--- src/rtl/mem_pkg.sv ---
// rtl/mem_pkg.sv - shared encodings for the data-memory access unit
// Purpose: access-size codes, FSM state type, default memory size and the
//          size/alignment legality helper used at request accept.
// Ports:   none (package)
package mem_pkg;

    localparam int MEM_BYTES_DEF = 1024;

    localparam logic [1:0] SZ_B = 2'b00;
    localparam logic [1:0] SZ_H = 2'b01;
    localparam logic [1:0] SZ_W = 2'b10;

    typedef enum logic [1:0] {
        IDLE = 2'b00,
        RD   = 2'b01,
        WR   = 2'b10,
        RESP = 2'b11
    } state_e;

    // True when the size code is illegal or the byte lane is not naturally
    // aligned for that size.
    function automatic logic bad_size_or_align(input logic [1:0] size,
                                               input logic [1:0] lane);
        case (size)
            SZ_B:    return 1'b0;
            SZ_H:    return lane[0];
            SZ_W:    return lane != 2'b00;
            default: return 1'b1;
        endcase
    endfunction

endpackage

--- src/rtl/mem_lane_align.sv ---
// rtl/mem_lane_align.sv - byte-lane extract/extend for loads, lane merge for stores
// Purpose: combinational lane steering between a 32-bit little-endian memory
//          word and right-justified CPU data.
// Ports:   size_i      access size code
//          lane_i      byte offset within the word (addr[1:0])
//          unsigned_i  zero-extend (1) or sign-extend (0) loads
//          rword_i     word read from memory (load source)
//          old_word_i  previously captured word (read-modify-write base)
//          wdata_i     right-justified store data
//          load_data_o extended load result
//          merged_o    word to write back to memory
module mem_lane_align
    import mem_pkg::*;
(
    input  logic [1:0]  size_i,
    input  logic [1:0]  lane_i,
    input  logic        unsigned_i,
    input  logic [31:0] rword_i,
    input  logic [31:0] old_word_i,
    input  logic [31:0] wdata_i,
    output logic [31:0] load_data_o,
    output logic [31:0] merged_o
);

    logic [7:0]  byte_v;
    logic [15:0] half_v;

    always_comb begin
        byte_v = rword_i[{lane_i, 3'b000} +: 8];
        half_v = rword_i[{lane_i[1], 4'b0000} +: 16];

        case (size_i)
            SZ_B:    load_data_o = unsigned_i ? {24'b0, byte_v}
                                              : {{24{byte_v[7]}}, byte_v};
            SZ_H:    load_data_o = unsigned_i ? {16'b0, half_v}
                                              : {{16{half_v[15]}}, half_v};
            default: load_data_o = rword_i;
        endcase
    end

    always_comb begin
        merged_o = old_word_i;
        case (size_i)
            SZ_B:    merged_o[{lane_i, 3'b000} +: 8]     = wdata_i[7:0];
            SZ_H:    merged_o[{lane_i[1], 4'b0000} +: 16] = wdata_i[15:0];
            SZ_W:    merged_o = wdata_i;
            default: merged_o = old_word_i;
        endcase
    end

endmodule

--- src/rtl/mem_access_unit.sv ---
// rtl/mem_access_unit.sv - CPU load/store to word-aligned data-memory cycles
// Purpose: accepts one load/store at a time, checks it, runs a read, a write,
//          or a read-modify-write on the memory and returns a one-cycle response.
// Ports:   clk, rst_n                 clock, synchronous active-low reset
//          req_valid/req_ready        request handshake (ready only in IDLE)
//          req_we, req_size, req_unsigned, req_addr, req_wdata  request fields
//          resp_valid, resp_rdata, resp_err                     response
//          MemRead, MemWrite, addr, wd, rd                      memory side
module mem_access_unit
    import mem_pkg::*;
#(
    parameter int MEM_BYTES = MEM_BYTES_DEF,
    parameter int AW        = 32
) (
    input  logic          clk,
    input  logic          rst_n,
    input  logic          req_valid,
    output logic          req_ready,
    input  logic          req_we,
    input  logic [1:0]    req_size,
    input  logic          req_unsigned,
    input  logic [AW-1:0] req_addr,
    input  logic [31:0]   req_wdata,
    output logic          resp_valid,
    output logic [31:0]   resp_rdata,
    output logic          resp_err,
    output logic          MemRead,
    output logic          MemWrite,
    output logic [AW-1:0] addr,
    output logic [31:0]   wd,
    input  logic [31:0]   rd
);

    localparam logic [AW-1:0] LAST_WORD = AW'(MEM_BYTES - 4);

    state_e        state_q;
    logic          we_q;
    logic [1:0]    size_q;
    logic          uns_q;
    logic [AW-1:0] addr_q;
    logic [31:0]   wdata_q;
    logic [31:0]   word_q;
    logic          resp_valid_q;
    logic          resp_err_q;
    logic [31:0]   resp_rdata_q;

    logic [AW-1:0] req_word_addr;
    logic          req_bad;
    logic [31:0]   load_data;
    logic [31:0]   merged_word;

    assign req_word_addr = {req_addr[AW-1:2], 2'b00};
    assign req_bad       = bad_size_or_align(req_size, req_addr[1:0])
                         || (req_word_addr > LAST_WORD);

    mem_lane_align u_align (
        .size_i      (size_q),
        .lane_i      (addr_q[1:0]),
        .unsigned_i  (uns_q),
        .rword_i     (rd),
        .old_word_i  (word_q),
        .wdata_i     (wdata_q),
        .load_data_o (load_data),
        .merged_o    (merged_word)
    );

    always_ff @(posedge clk) begin
        if (!rst_n) begin
            state_q      <= IDLE;
            we_q         <= 1'b0;
            size_q       <= SZ_B;
            uns_q        <= 1'b0;
            addr_q       <= '0;
            wdata_q      <= '0;
            word_q       <= '0;
            resp_valid_q <= 1'b0;
            resp_err_q   <= 1'b0;
            resp_rdata_q <= '0;
        end else begin
            case (state_q)
                IDLE: begin
                    if (req_valid) begin
                        we_q    <= req_we;
                        size_q  <= req_size;
                        uns_q   <= req_unsigned;
                        addr_q  <= req_addr;
                        wdata_q <= req_wdata;
                        if (req_bad) begin
                            state_q      <= RESP;
                            resp_valid_q <= 1'b1;
                            resp_err_q   <= 1'b1;
                            resp_rdata_q <= '0;
                        end else if (req_we && (req_size == SZ_W)) begin
                            // Full-word store needs no old data.
                            state_q <= WR;
                        end else begin
                            state_q <= RD;
                        end
                    end
                end
                RD: begin
                    word_q <= rd;
                    if (we_q) begin
                        state_q <= WR;
                    end else begin
                        state_q      <= RESP;
                        resp_valid_q <= 1'b1;
                        resp_err_q   <= 1'b0;
                        resp_rdata_q <= load_data;
                    end
                end
                WR: begin
                    state_q      <= RESP;
                    resp_valid_q <= 1'b1;
                    resp_err_q   <= 1'b0;
                    resp_rdata_q <= '0;
                end
                RESP: begin
                    state_q      <= IDLE;
                    resp_valid_q <= 1'b0;
                    resp_err_q   <= 1'b0;
                    resp_rdata_q <= '0;
                end
                default: begin
                    state_q      <= IDLE;
                    resp_valid_q <= 1'b0;
                    resp_err_q   <= 1'b0;
                    resp_rdata_q <= '0;
                end
            endcase
        end
    end

    assign req_ready  = (state_q == IDLE);
    assign resp_valid = resp_valid_q;
    assign resp_err   = resp_err_q;
    assign resp_rdata = resp_rdata_q;
    assign MemRead    = (state_q == RD);
    // Gated by reset so an aborted store never lands on the reset edge.
    assign MemWrite   = (state_q == WR) && rst_n;
    assign addr       = ((state_q == RD) || (state_q == WR))
                      ? {addr_q[AW-1:2], 2'b00} : '0;
    assign wd         = (state_q == WR) ? merged_word : '0;

endmodule

--- config.mk ---
export PLATFORM = sky130hd
export DESIGN_NAME = mem_access_unit
export DESIGN_NICKNAME = d
export VERILOG_FILES = /design/src/rtl/mem_pkg.sv /design/src/rtl/mem_lane_align.sv /design/src/rtl/mem_access_unit.sv
export SDC_FILE = /design/constraint.sdc
export NUM_CORES = 1
export LEC_CHECK = 0
export CORE_MARGIN = 10
export CORE_UTILIZATION = 54
export CTS_BUF_LIST = sky130_fd_sc_hd__clkbuf_16
export DETAILED_ROUTE_END_ITERATION = 6
export MAX_ROUTING_LAYER = met4
export PLACE_DENSITY_LB_ADDON = 0.15
export SLEW_MARGIN = 20
export SYNTH_ARGS = -nofsm -noshare
export SYNTH_HDL_FRONTEND = slang
export SYNTH_HIERARCHICAL = 1
export SYNTH_SLANG_ARGS = --single-unit
--- constraint.sdc ---
create_clock -name clk -period 5.35 [get_ports clk]
set_clock_uncertainty 0.05 [all_clocks]
set_input_delay 1.3375 -clock clk [delete_from_list [all_inputs] [get_ports clk]]
set_output_delay 1.3375 -clock clk [all_outputs]
set_load 0.1 [all_outputs]
# ---- After elaboration in Yosys (flattened, before gate mapping)
# Index checks and enable logic that the tools add are counted.
dict set report word_totals {
  reg_bits 136
  in_bits 103
  output_inout_bits 101
  wordCells 64
}
dict set report op_classes {
  n_addsub 2
  n_lt_le_gt_ge 1
  eq_ne 10
  shifts 6
  n_mux 24
  reduce_logical 11
}
# operator n
set op_table {}
lappend op_table {{32-bit 2-to-1 mux} 7}
lappend op_table {{32-bit one-hot mux with 3 select lines} 2}
lappend op_table {{32-bit bitwise mux} 2}
lappend op_table {{32-bit one-hot mux with 2 select lines} 1}
lappend op_table {{32-bit by 10-bit greater-than comparator with 1-bit output, second input constant} 1}
lappend op_table {{16-bit by 7-bit variable shift with 32-bit output, first input constant} 1}
lappend op_table {{8-bit by 7-bit variable shift with 32-bit output, first input constant} 1}
lappend op_table {{16-bit by 7-bit indexed part select with 32-bit output} 1}
lappend op_table {{32-bit by 6-bit indexed part select with 16-bit output} 1}
lappend op_table {{32-bit by 6-bit indexed part select with 8-bit output} 1}
lappend op_table {{8-bit by 7-bit indexed part select with 32-bit output} 1}
lappend op_table {{5-bit negator with 7-bit output} 2}
lappend op_table {{2-bit equality test, second input constant} 4}
lappend op_table {{2-bit one-hot mux with 4 select lines} 1}
lappend op_table {{2-bit by 1-bit equality test with 1-bit output, second input constant} 3}
lappend op_table {{2-bit zero test} 3}
lappend op_table {{2-bit 2-to-1 mux} 3}
lappend op_table {{1-bit one-hot mux with 3 select lines} 2}
lappend op_table {{1-bit 2-to-1 mux} 5}
lappend op_table {{2-bit != test, second input constant} 2}
lappend op_table {{1-bit one-hot mux with 4 select lines} 1}
lappend op_table {{3-bit AND reduction} 1}
lappend op_table {{1-bit logical AND} 2}
lappend op_table {{1-bit logical OR} 2}
lappend op_table {{other kinds (4)} 4}

# ---- Logic depth before layout (Yosys ltp)
dict set report logic_depth {
  ltp_word 6
  ltp_mapped 9
  mapped_depth_nobuf 6
}

# ---- Hierarchy
# The synthesis kept the hierarchy.
# module instances cells_per_inst area_per_inst_um2 seq_area_each_um2
set modules_own_cells {}
lappend modules_own_cells {mem_access_unit 1 655 5829.3 2722.6}
lappend modules_own_cells {mem_lane_align 1 339 2444.8 0.0}

# ---- Worst setup path before layout
# Ideal clock, no wire load.
dict set report synth_timing {
  path_type {reg-to-output}
  from {register addr_q[1]}
  to {output port wd[24]}
  arrival_ns 2.814
  required_ns 3.963
  setup_slack_ns 1.148
  stages_incl_launch_ff 10
  path_buffers 3
  path_cell_list {dfxtp_1 buf_2 inv_1 clkbuf_1 ha_1 and4bb_2 clkbuf_1 a32oi_1 o221ai_1 and2_1}
}
dict set report synth_between {
  elab_chain_len 5
  word_cells_on_any_way 10
  cone_classes {add/sub (2); shift (4); mux (4)}
}
# item line_no
set synth_lines {}
lappend synth_lines {{start, declared} mem_access_unit.sv:40} ;# logic [AW-1:0] addr_q;
lappend synth_lines {{start signal, assigned} mem_access_unit.sv:86} ;# addr_q <= req_addr;
lappend synth_lines {{5-bit negator with 7-bit output, on equally long branches} {mem_lane_align.sv:45, mem_lane_align.sv:44}}
lappend synth_lines {{16-bit by 7-bit indexed part select with 32-bit output, or another cell as far along} mem_lane_align.sv:45} ;# SZ_H: merged_o[{lane_i[1], 4'b0000} +: 16] = wdata_i[15:0];
lappend synth_lines {{32-bit bitwise mux, on equally long branches} {mem_lane_align.sv:45, mem_lane_align.sv:44}}
lappend synth_lines {{32-bit one-hot mux with 3 select lines (*)} mem_lane_align.sv:43} ;# case (size_i)
lappend synth_lines {{named net merged_word[24]} mem_access_unit.sv:50} ;# logic [31:0] merged_word;
lappend synth_lines {{32-bit 2-to-1 mux (*)} mem_access_unit.sv:143} ;# assign wd = (state_q == WR) ? merged_word : '0;
lappend synth_lines {{end, declared} mem_access_unit.sv:30} ;# output logic [31:0] wd,
# The timed path passes the listed nets; every way through them passes the cells marked *.

# ---- Final worst setup path
dict set report layout_timing {
  from {register state_q[0]}
  to {output port addr[27]}
}
dict set report layout_between {
  elab_chain_len 3
  word_cells_on_any_way 4
  cone_classes {eq/ne (2); mux (1); reduce/logical (1)}
}
# item line_no
set layout_lines {}
lappend layout_lines {{start, declared} mem_access_unit.sv:36} ;# state_e state_q;
lappend layout_lines {{start signal, assigned} mem_access_unit.sv:69} ;# state_q <= IDLE;
lappend layout_lines {{start signal, assigned} mem_access_unit.sv:89} ;# state_q <= RESP;
lappend layout_lines {{start signal, assigned} mem_access_unit.sv:95} ;# state_q <= WR;
lappend layout_lines {{2-bit by 1-bit equality test with 1-bit output or 2-bit equality test (tied branches)} mem_access_unit.sv:141} ;# assign addr = ((state_q == RD) || (state_q == WR))
lappend layout_lines {{1-bit logical OR (*)} mem_access_unit.sv:141}
lappend layout_lines {{32-bit 2-to-1 mux (*)} mem_access_unit.sv:142} ;# ? {addr_q[AW-1:2], 2'b00} : '0;
lappend layout_lines {{end, declared} mem_access_unit.sv:29} ;# output logic [AW-1:0] addr,
# Mark *: on every way between the ends. The rest lies on a longest branch, timed or not.

==> impl_metrics.tcl <==
set metrics [dict create \
    finalSetupViolCount 0 \
    regToRegStartpoint "size_q[0]" \
    synth_mux_area_frac 0.1161 \
    dp_hpwl_um 18710 \
    synthCells 994 \
    place_area_um2 10390 \
    synth_area_leader_cell "dfxtp_1" \
    whs_ns 0.4013 \
    start_kind "flop" \
    max_freq_ghz 0.2254 \
    synthArstFlopShare 0 \
    irDropWorstVdd_mv 0.3691 \
    synth_area_leaders "dfxtp_1 (33%), nand2_1 (11%), mux2i_1 (9.4%)" \
    max_stage_delay_ns 1.14 \
    critPathCaptureType "output pin" \
    multi_input_area_um2 5024 \
    reg2reg_slack_ns 2.73 \
    reg2reg_depth 6 \
    core_area_um2 15090 \
    synth_xor_area_frac 0 \
    synth_cell_types 61 \
    tns_ns 0 \
    cts_made_buffers 17 \
    wl_um 25980 \
    yosysMostFrequentCell "nand2_1" \
    start_util 0.5483 \
    via_count 7837 \
    cts_sinks 136 \
    clock_latency_ns 0.42 \
    wl_per_cell_um 19.48 \
    synth_common_cells "nand2_1 (240), dfxtp_1 (136), mux2i_1 (78)" \
    ios 204 \
    crit_fanout 31 \
    antenna_found_initial 0 \
    remaining_drc_errors 0 \
    synth-main-ff-cell "dfxtp_1" \
    p_leak_nw 3.918 \
    ctsHoldBuffers 0 \
    area_growth_pct 33.24 \
    tightest_slew_ns 1.098 \
    ys_warn_count 6 \
    final-hold-violation-count 0 \
    clockBufferDepth 2 \
    slowest_stage "clkdlybuf4s50_1" \
    place_ws_ns 1.338 \
    grt_overflow 0 \
    dr.pass1.iters 6 \
    final_core_util 0.7306 \
    run_status "finished clean" \
    total_power_mw 5.440 \
    cap_violations 0 \
    synth_top_family_by_area "simple AND/OR/NAND/NOR gates" \
    fp.dieH_um 143.8 \
    viasPerCell 5.875 \
    ys_seq_area_frac 0.3290 \
    final.min_clock_period_ns 4.436 \
    setup.worst_path.end "addr[27]" \
    cts-root-buf "clkbuf_16" \
    syn_area_um2 8274 \
    fillCellCount 1200 \
    powerDensity_nw_per_um2 493.5 \
    synth_seq_cells 136 \
    place.gp.congestion 0.9370 \
    rsz0062_at_grt "no" \
    cts_tree "yes" \
    final_cells 1334 \
    clk_pin_slew_worst_paths_ns 0.06 \
    ctsResizeCount 0 \
    drive_gt1_frac 0.1082 \
    num_rows 45 \
    grt_pass1_vias 7445 \
    antenna_cells 0 \
    drt_iter0_drc 701 \
    cp_data_arrival_time_ns 3.05 \
    synth_compound_area_frac 0.2176 \
    synth_fa_ha_area_frac 0.01361 \
    path_cells "inv_1 -> ha_1 -> and2_1 -> clkdlybuf4s50_1" \
    dp_cells 1303 \
    dieArea_um2 20670 \
    synth_top_area_frac 0.3290 \
    final_max_slew_viol_count 0 \
    regArea_um2 2725 \
    io_buffers 201 \
    max_slew_margin 0.2663 \
    regToRegEndpoint "resp_rdata[31]" \
    synth.avg_cell_area_um2 8.324 \
    htreeDepth 4 \
    crit_required_ns 3.96 \
    fin_nets 1246 \
    grt_start_max_net_pins 111 \
    final.setup.worst_slack_ns 0.9143 \
    post_cts_buffers 0 \
    synth-edff-count 0 \
    crit_start "state_q[0]" \
    grtUsageTotal 0.2507 \
    hold_path.class "reg -> reg" \
    grt_pass1_wl_um 40040 \
    critical_path_class "reg -> out" \
    synth_simple_gate_area_frac 0.2571 \
    period_share 0.8291 \
    die_width_um 143.8 \
    fin_area_um2 11020 \
    postRouteAntennaNets 0 \
]
==> flip-flops by register name (all words and copies together), names as in the netlist <==
signal	cells
size_q	2
resp_err	1
we_q	1
addr_q	32
state_q	2
resp_valid	1
resp_rdata	32
word_q	32
uns_q	1
wdata_q	32
==> placed cells by master, fill, tap and decap left out, types with 3 or more instances in the layout <==
| master | n |
|---|---|
| o21ai_1 | 15 |
| bufinv_16 | 5 |
| a21boi_1 | 5 |
| a22oi_1 | 19 |
| nand3_1 | 9 |
| a221o_1 | 9 |
| clkinv_1 | 5 |
| a221oi_1 | 12 |
| o221ai_2 | 8 |
| nor3b_1 | 3 |
| o211ai_1 | 8 |
| o221ai_1 | 9 |
| clkbuf_16 | 17 |
| buf_4 | 13 |
| nor3_1 | 5 |
| buf_12 | 30 |
| inv_1 | 10 |
| o21ai_2 | 4 |
| a211oi_1 | 13 |
| ha_1 | 8 |
| mux2_2 | 16 |
| clkdlybuf4s50_1 | 167 |
| nor2_1 | 14 |
| o21ai_0 | 22 |
| a21boi_0 | 63 |
| nand2_1 | 239 |
| nand2b_1 | 3 |
| nor2b_1 | 53 |
| dfxtp_1 | 134 |
| a32oi_1 | 25 |
| a21oi_1 | 5 |
| mux2i_1 | 78 |
| and2_1 | 69 |
| and3b_1 | 4 |
==> power by group <==
group          switching [mW]  total, mW  internal (mW)
Combinational            1.85       2.73          0.878
Clock                   0.451       1.27          0.819
Sequential              0.219       1.44           1.22
==> cells by family (layout without fill, tap and decap cells) <==
kind of cell    Yosys count  in the layout
buf+inv                 101            252
mux                      94             94
fa+ha+maj                 9              9
other cells               1              2
compound gates          228            228
flops                   136            136
simple gates            425            425
==> final cells by class <==
class	count	share of cell area
Inverter	11	0.003745
Clock inverter	14	0.01850
Sequential cell	136	0.2472
Clock buffer	17	0.03859
Timing Repair Buffer	210	0.2150
Multi-Input combinational cell	758	0.4557
Tap cell	188	0.02134
==> critical path, delay by kind of cell, from the launching register on <==
family | cells | cell delay [ns]
buf+inv | 2 | 1.23
simple gates | 1 | 0.24
flops | 1 | 0.38
fa+ha+maj | 1 | 0.78
==> routing by layer <==
layer | part of all wire | up-vias | wire (um) | GRT usage
li1 | - | 3757 | - | -
met1 | 0.42 | 3637 | 11000 | 0.3063
met2 | 0.46 | 380 | 11880 | 0.3853
met3 | 0.092 | 63 | 2399 | 0.07459
met4 | 0.027 | 0 | 702 | 0.08974
met5 | 0 | - | 0 | -
==> how the worst min path moves through the flow <==
| stage | from | end | cells after the start |
|---|---|---|---|
| 2_1_floorplan | addr_q[26] | addr_q[26] | 2 |
| 3_3_place_gp | addr_q[28] | addr_q[28] | 2 |
| 3_5_place_dp | addr_q[28] | addr_q[28] | 2 |
| 4_1_cts | addr_q[28] | addr_q[28] | 2 |
| 5_1_grt | resp_rdata[3] | resp_rdata[3] | 2 |
| 6_report | addr_q[28] | addr_q[28] | 2 |
(Power assumes the default switching activity.)
